==> config.mk <==
export PLATFORM = sky130hd
export DESIGN_NAME = pc_unit
export DESIGN_NICKNAME = d
export VERILOG_FILES = /design/src/rtl/mips_pc_pkg.sv /design/src/rtl/pc_ras.sv /design/src/rtl/pc_unit.sv
export SDC_FILE = /design/constraint.sdc
export NUM_CORES = 1
export LEC_CHECK = 0
export ABC_AREA = 1
export BUFFER_PORTS_ARGS = -buffer_cell sky130_fd_sc_hd__buf_2
export CAP_MARGIN = 10
export CORE_MARGIN = 2
export CORE_UTILIZATION = 61
export CTS_BUF_LIST = sky130_fd_sc_hd__clkbuf_8
export DETAILED_ROUTE_END_ITERATION = 7
export GPL_TIMING_DRIVEN = 0
export PLACE_DENSITY_LB_ADDON = 0.12
export SLEW_MARGIN = 30
export SYNTH_ARGS = -nofsm -noshare
export SYNTH_HDL_FRONTEND = slang
export SYNTH_HIERARCHICAL = 1
export SYNTH_SLANG_ARGS = --single-unit
==> constraint.sdc <==
create_clock -name i_clk -period 4.3 [get_ports i_clk]
set_clock_uncertainty 0.2 [all_clocks]
set_input_delay 0.215 -clock i_clk [delete_from_list [all_inputs] [get_ports i_clk]]
set_output_delay 0.215 -clock i_clk [all_outputs]
set_load 0.01 [all_outputs]
==> src/rtl/mips_pc_pkg.sv <==
// rtl/mips_pc_pkg.sv - shared PC-unit constants, next-PC select enum and branch-target helper
package mips_pc_pkg;

  localparam logic [31:0] DEF_RESET_VEC = 32'h0000_0000;
  localparam logic [31:0] DEF_EXC_VEC   = 32'h0000_0080;
  localparam int          MAX_ADDR_W    = 64;

  typedef enum logic [2:0] {
    RST,
    EXC,
    JR,
    JMP,
    BR,
    HOLD,
    SEQ
  } next_pc_sel_t;

  // Computed at full width; callers truncate to their ADDR_W so the add wraps modulo 2^ADDR_W.
  function automatic logic [MAX_ADDR_W-1:0] branch_target(
    input logic [MAX_ADDR_W-1:0] pc,
    input logic [15:0]           imm
  );
    logic [MAX_ADDR_W-1:0] offset;
    offset = {{(MAX_ADDR_W-18){imm[15]}}, imm, 2'b00};
    return pc + MAX_ADDR_W'(4) + offset;
  endfunction

endpackage

==> src/rtl/pc_ras.sv <==
// rtl/pc_ras.sv - circular return-address stack with overwrite-on-full and flush
module pc_ras
  import mips_pc_pkg::*;
#(
  parameter int ADDR_W    = 32,
  parameter int RAS_DEPTH = 4
) (
  input  logic              clk,
  input  logic              rst_n,
  input  logic              push,
  input  logic              pop,
  input  logic              flush,
  input  logic [ADDR_W-1:0] data,
  output logic [ADDR_W-1:0] top,
  output logic              valid
);

  localparam int PTR_W = $clog2(RAS_DEPTH);
  localparam int CNT_W = PTR_W + 1;
  localparam logic [CNT_W-1:0] FULL = CNT_W'(RAS_DEPTH);

  logic [ADDR_W-1:0] mem [RAS_DEPTH];
  logic [PTR_W-1:0]  ptr;
  logic [CNT_W-1:0]  count;
  logic              empty;

  assign empty = (count == '0);

  always_ff @(posedge clk or negedge rst_n) begin
    if (!rst_n) begin
      ptr   <= '0;
      count <= '0;
      for (int i = 0; i < RAS_DEPTH; i++) mem[i] <= '0;
    end else if (flush) begin
      count <= '0;
    end else if (push && (!pop || empty)) begin
      // When full the pointer lands on the oldest slot, so it is overwritten in place.
      mem[ptr + PTR_W'(1)] <= data;
      ptr                  <= ptr + PTR_W'(1);
      if (count != FULL) count <= count + CNT_W'(1);
    end else if (push) begin
      mem[ptr] <= data;
    end else if (pop && !empty) begin
      ptr   <= ptr - PTR_W'(1);
      count <= count - CNT_W'(1);
    end
  end

  assign valid = !empty;
  assign top   = empty ? '0 : mem[ptr];

endmodule

==> src/rtl/pc_unit.sv <==
// rtl/pc_unit.sv - fetch-stage program counter with redirect priority mux and return-address stack
module pc_unit
  import mips_pc_pkg::*;
#(
  parameter int          ADDR_W    = 32,
  parameter logic [31:0] RESET_VEC = DEF_RESET_VEC,
  parameter logic [31:0] EXC_VEC   = DEF_EXC_VEC,
  parameter int          RAS_DEPTH = 4
) (
  input  logic              i_clk,
  input  logic              i_rst_n,
  input  logic              i_stall,
  input  logic              i_exc,
  input  logic              i_jr,
  input  logic [ADDR_W-1:0] i_jr_addr,
  input  logic              i_jump,
  input  logic [25:0]       i_jump_idx,
  input  logic              i_branch,
  input  logic [ADDR_W-1:0] i_branch_pc,
  input  logic [15:0]       i_branch_imm,
  input  logic              i_ras_push,
  input  logic [ADDR_W-1:0] i_link_addr,
  input  logic              i_ras_pop,
  output logic [ADDR_W-1:0] o_pc,
  output logic [ADDR_W-1:0] o_pc_plus4,
  output logic              o_redirect,
  output logic              o_misalign,
  output logic [ADDR_W-1:0] o_ras_top,
  output logic              o_ras_valid
);

  logic [ADDR_W-1:0] pc_q;
  logic [ADDR_W-1:0] pc_plus4;
  logic [ADDR_W-1:0] jr_target;
  logic [ADDR_W-1:0] jmp_target;
  logic [ADDR_W-1:0] br_target;
  logic [ADDR_W-1:0] next_pc;
  logic              redirect_q;
  logic              misalign_q;
  next_pc_sel_t      sel;

  assign pc_plus4  = pc_q + ADDR_W'(4);
  assign jr_target = {i_jr_addr[ADDR_W-1:2], 2'b00};
  assign br_target = ADDR_W'(branch_target(MAX_ADDR_W'(i_branch_pc), i_branch_imm));

  // J/JAL keeps the region bits of the delay-slot PC above the 28-bit index window.
  generate
    if (ADDR_W > 28) begin : g_jmp_region
      assign jmp_target = {pc_plus4[ADDR_W-1:28], i_jump_idx, 2'b00};
    end else begin : g_jmp_flat
      assign jmp_target = {i_jump_idx, 2'b00};
    end
  endgenerate

  always_comb begin
    sel = SEQ;
    if (i_exc)         sel = EXC;
    else if (i_jr)     sel = JR;
    else if (i_jump)   sel = JMP;
    else if (i_branch) sel = BR;
    else if (i_stall)  sel = HOLD;
  end

  always_comb begin
    next_pc = pc_plus4;
    case (sel)
      EXC:     next_pc = ADDR_W'(EXC_VEC);
      JR:      next_pc = jr_target;
      JMP:     next_pc = jmp_target;
      BR:      next_pc = br_target;
      HOLD:    next_pc = pc_q;
      default: next_pc = pc_plus4;
    endcase
  end

  always_ff @(posedge i_clk or negedge i_rst_n) begin
    if (!i_rst_n) begin
      pc_q       <= ADDR_W'(RESET_VEC);
      redirect_q <= 1'b0;
      misalign_q <= 1'b0;
    end else begin
      pc_q       <= next_pc;
      redirect_q <= (sel == EXC) || (sel == JR) || (sel == JMP) || (sel == BR);
      misalign_q <= (sel == JR) && (i_jr_addr[1:0] != 2'b00);
    end
  end

  assign o_pc       = pc_q;
  assign o_pc_plus4 = pc_plus4;
  assign o_redirect = redirect_q;
  assign o_misalign = misalign_q;

  pc_ras #(
    .ADDR_W    (ADDR_W),
    .RAS_DEPTH (RAS_DEPTH)
  ) u_ras (
    .clk   (i_clk),
    .rst_n (i_rst_n),
    .push  (i_ras_push),
    .pop   (i_ras_pop),
    .flush (i_exc),
    .data  (i_link_addr),
    .top   (o_ras_top),
    .valid (o_ras_valid)
  );

endmodule

# Yosys cells after proc, flatten, opt, wreduce, memory -nomap -nowiden
# Index checks and enable logic that the tools add are counted.
[op_classes]
n_mux = 26
eq_ne = 9
n_mul = 0
magnitude_cmp = 4
div_mod_pow = 0
n_addsub = 7
shifts = 0
bitwise_logic = 3
n_reduce_logical = 19
[ops]
columns = ["cell", "count"]
rows = [
  ["128-bit bitwise mux", 2],
  ["128-bit two-way mux", 2],
  ["32-bit two-way mux", 5],
  ["32-bit one-hot mux with 5 select lines", 1],
  ["32-bit demux with 2-bit select", 2],
  ["32-bit by 3-bit adder with 32-bit output (second input constant)", 2],
  ["32-bit binary-select mux with 2-bit select", 1],
  ["32-bit by 18-bit adder with 32-bit output", 1],
  ["3-bit two-way mux", 8],
  ["2-bit two-way mux", 5],
  ["3-bit by 2-bit equality test with 1-bit output (second input constant)", 2],
  ["3-bit equality test (second input constant)", 2],
  ["3-bit >= comparator (second input constant)", 2],
  ["3-bit by 1-bit less-than comparator with 1-bit output (second input constant)", 2],
  ["3-bit != test (second input constant)", 2],
  ["2-bit NOT with 3-bit output", 2],
  ["3-bit AND reduction", 2],
  ["2-bit nonzero test", 3],
  ["1-bit logical AND", 5],
  ["1-bit logical OR", 4],
  ["3-bit by 1-bit adder with 3-bit output (second input constant)", 1],
  ["3-bit by 1-bit equality test with 1-bit output (second input constant)", 1],
  ["3-bit logical NOT", 1],
  ["3-bit by 2-bit != test with 1-bit output (second input constant)", 1],
  ["other kinds (8)", 9],
]
[word_totals]
rom_bits = 0
inputBits = 147
regBits = 167
out_inout_bits = 99
memories = 0
word_cells = 77
latchBits = 0
ramBits = 0

# Logic depth before layout (Yosys ltp)
[logic_depth]
ltp_word = 9
ltp_mapped = 16
mapped_depth_nobuf = 16

# Modules after synthesis
# Netlist, hierarchy kept.
[by_module_without_submodules]
columns = ["mod", "instances", "cells_each", "seq_area_each_um2", "area_per_inst_um2"]
rows = [
  ["pc_ras", 1, 767, 3328.2, 6423.7],
  ["pc_unit", 1, 952, 850.8, 5539.1],
]

# Least setup slack after synthesis
# Ideal clock, no wire load.
[synth_timing]
path_type = "input to register"
from = "in i_branch_pc[3]"
to = "reg pc_q[31], in the netlist o_pc[31]"
setup_time_ns = 0.126
slack_ns = 2.094
arrival_time_ns = 1.879
path_stages = 14
n_path_buf = 0
required_time_ns = 3.974
cell_sequence = "ha_1 > ha_1 > inv_1 > fa_1 > inv_1 > nand2_1 > a21oi_1 > nand2_1 > nand3_1 > nand2_1 > nand2_1 > nand2_1 > nand3_1 > nand3_1"
[synth_between]
elab_chain_cells = 3
[synth_rtl]
columns = ["element", "line", "rtl"]
rows = [
  ["from (decl)", "pc_unit.sv:19", "input logic [ADDR_W-1:0] i_branch_pc,"],
  ["32-bit by 3-bit adder with 32-bit output", "mips_pc_pkg.sv:25", "return pc + MAX_ADDR_W'(4) + offset;"],
  ["32-bit by 18-bit adder with 32-bit output", "mips_pc_pkg.sv:25", ""],
  ["32-bit one-hot mux with 5 select lines", "pc_unit.sv:66", "case (sel)"],
  ["to (signal assigned)", "pc_unit.sv:78", "pc_q <= ADDR_W'(RESET_VEC);"],
  ["to (signal assigned)", "pc_unit.sv:82", "pc_q <= next_pc;"],
  ["to (decl)", "pc_unit.sv:32", "logic [ADDR_W-1:0] pc_q;"],
]
# Every way passes these cells.
# A chain may end at the register's enable or synchronous reset.

# Worst setup path after layout
[layout_timing]
from = "reg u_ras.ptr[0]"
to = "out o_ras_top[29]"
[layout_between]
elab_chain_cells = 5
[layout_rtl]
columns = ["element", "line", "rtl"]
rows = [
  ["from (decl)", "pc_ras.sv:23", "logic [PTR_W-1:0] ptr;"],
  ["from (signal assigned)", "pc_ras.sv:39", "ptr <= ptr + PTR_W'(1);"],
  ["from (signal assigned)", "pc_ras.sv:44", "ptr <= ptr - PTR_W'(1);"],
  ["2-bit NOT with 3-bit output (not written as such)", "pc_ras.sv:50", "assign top = empty ? '0 : mem[ptr];"],
  ["32-bit binary-select mux with 2-bit select", "pc_ras.sv:50", ""],
  ["32-bit two-way mux (not written as such) (2 in series)", "pc_ras.sv:50", ""],
  ["32-bit two-way mux", "pc_ras.sv:50", ""],
  ["to (decl)", "pc_unit.sv:28", "output logic [ADDR_W-1:0] o_ras_top,"],
]
# Every way passes these cells. The select of a mux whose other input is x is not followed.

==> run metrics <==
R2R cell count=10; routed wire length=39510 µm; max-cap check violation count=0; metal2 WL=18320 µm; total core area=19330 µm²; row count=51; sequential element share of the synthesized area=34.93%; H-tree levels=4; Worst Path Arrival=2350 ps; delay-heaviest family, CP=buffers and inverters; placed cell count=between 2000 and 2500; # fillers=1574; Tcrit/Tclk final=64.27%; CTS tree=done; final cell count without fillers=about 2300; clk buf depth=2; maximum clock frequency=between 0.3 and 0.4 GHz; Slew HR=49.06%; maximum fanout along the worst path=12; die outline width=around 140 µm; Post-Synthesis Cells=about 1700; CP required=3880 ps; CP Class=flop to primary output; Routability Congestion=0.9681; Critical path buffers and inverters=4; HP Class=input pin to flop; die area=20750 µm²; Hold Path Stages=5; RSZ-0062 raised after global routing=no; antenna violations before repair=0; Synth async-reset ratio=100.0%; initial core utilization=61.87%; Syn Area/Cell=between 6 and 7 µm²; crit-path cells=inv_2 -> buf_2 -> clkbuf_1 -> o21ai_0 -> a21oi_1 -> buf_2; Final Hold Fails=0; count leader, synth=nand2_1; Power Dens Cells=492.8 nW/µm²; Area contributors post-synth=dfrtp_1, nand2_1, nor2_1, ha_1, o21ai_0; synth warn=6; Main synth FF type=dfrtp_1; number of clock sinks=167; DRT Pass-1 Iters=5; hold_sp=i_stall; drt drc=0; Chip Height=144.0 µm; DR vias=between 10000 and 15000; Post CTS Setup Buffer Count=0; max incr delay on CP=about 530 ps; met3 WL post-DR=slightly above 4000 µm; first-pass GRT wire length=62120 µm; startpoint types=flop; clk root buf=clkbuf_8; worst-margin pin slew=764.1 ps; Post-synth EDFFs=0; Setup TNS Final=0 ps; Routed Antenna Nets=0; routed vias/inst=approximately 5.6; crit path max-delay cell type=clkbuf_1; worst r2r src=u_ras/ptr[0]$_DFFE_PN0P_; IO Count=246; Post-Syn Nets=1934; internal reg-to-reg setup slack=1550 ps; Distinct cells, synth=52; share of the synthesized area in the top cell type=about a third; final setup fails=0; Tot GR Track Use=38.55%; # port buffers=245; post-place setup slack=between 1000 and 1500 ps; routed wire length per instance=roughly 17 µm; Hold Slack=21.31 ps; Critical R2R Capture=u_ras/mem[80]$_DFFE_PN0P_; Final Critical Period=2764 ps; post-layout util=76.56%; Final Cell Area=14800 µm²; Iter 0 DRT Violations=1042; slack of the critical path=approximately 1500 ps; crit-path most repeated cell=buf_2; Layout area overhead=23.74%; cell taking the most area after synthesis=dfrtp_1; Slew Viols, Final=0; clk_lat worst skew=between 400 and 500 ps; Reg clk slew, reported paths=90 ps; Placement Cell Area=between 10000 and 15000 µm²; vias in the first global route=12354; Synth Register Bits=167; Post-synth top cells=nand2_1, nor2_1, inv_1, dfrtp_1, o21ai_0; share of layout cells above drive strength 1=roughly a fifth; Leakage=7.891 nW; status=finished clean; Hold Crit Endpoint=o_pc[22]$_DFFE_PN0P_; Power, Total=7.295 mW; total grt overflow=0; Final nets=2282; TritonCTS Buffers=17; worst vdd ir=0.2590 mV; metal1 wirelength=roughly 15000 µm; HPWL after DPL=29000 µm; largest net degree at the start of global routing=89; Worst setup EP type=primary output; Top Layer Used=met4; synthesized cell area=11960 µm²
routing by layer:
metal  global-route usage (%)  vias up
met5                        0        -
met4                    16.98        0
met3                    8.841      142
met1                    49.34     6034
met2                    62.73      730
li1                         -     6223
tightest hold or removal path: stages:
cell,delay (ps)
buf_2,110
nor4_2,70
nand3_1,80
nand2_1,40
a21oi_1,120
cell type report:
type / count / area, µm² / share of cell area, %
Sequential cell: 167 / 4179 / 28.23
Multi-Input combinational cell: 1286 / 6553 / 44.27
Timing Repair Buffer: 329 / 2112 / 14.27
Antenna cell: 1 / 2.502 / 0.01690
Inverter: 201 / 762.0 / 5.148
Buffer: 65 / 469.2 / 3.170
Clock inverter: 13 / 146.4 / 0.9889
Clock buffer: 18 / 247.7 / 1.674
Tap cell: 265 / 331.6 / 2.240
where the power goes:
group / switching, mW / leakage (nW) / internal, mW
Clock: 0.609 / 0.201 / 0.537
Combinational: 2.19 / 5.60 / 1.33
Sequential: 0.400 / 2.09 / 2.23
Total: 3.20 / 7.89 / 4.10
worst max path at each step:
stage | from | endpoint | slack [ps] | cells after the start
2_1_floorplan | i_branch_pc[3] | o_pc[31]$_DFFE_PN0P_ | 2090 | 14
3_3_place_gp | i_rst_n | u_ras/mem[26]$_DFFE_PN0P_ | 250 | 1
3_5_place_dp | i_branch_pc[2] | o_pc[31]$_DFFE_PN0P_ | 1480 | 17
4_1_cts | u_ras/ptr[0]$_DFFE_PN0P_ | o_ras_top[29] | 1520 | 6
5_1_grt | u_ras/ptr[0]$_DFFE_PN0P_ | o_ras_top[24] | 1350 | 6
6_report | u_ras/ptr[0]$_DFFE_PN0P_ | o_ras_top[29] | 1540 | 6
cell families (layout without fill, tap and decap cells):
logic type / Yosys count / in the layout / share of synthesized area, %
simple gates: 880 / 880 / 31.14
compound gates: 321 / 321 / 15.22
buf+inv: 266 / 626 / 10.29
flops: 167 / 167 / 34.93
fa+ha+maj: 68 / 68 / 7.175
xor+xnor: 17 / 17 / 1.245
other cells: 0 / 1 / 0
cells in the final DEF (no fill, tap or decap), types with 21 or more instances in the layout:
cell type / n
a21oi_1: 71
buf_2: 265
dfrtp_1: 167
dlygate4sd3_1: 82
ha_1: 67
inv_1: 191
nand2_1: 474
nand3_1: 81
nand4_1: 21
nor2_1: 240
o21ai_0: 151
o21ai_1: 44
sequential cells by signal (all words and copies together) (netlist names):
name         cells
u_ras/count      3
o_pc            32
o_misalign       1
u_ras/ptr        2
o_redirect       1
u_ras/mem      128
timing repair:
action                    4_1_cts  5_1_grt
hold buffers                   82        0
hold endpoints to repair      246        0
gates resized for setup         0        0
No activity file was read; power rests on OpenSTA's default activity.
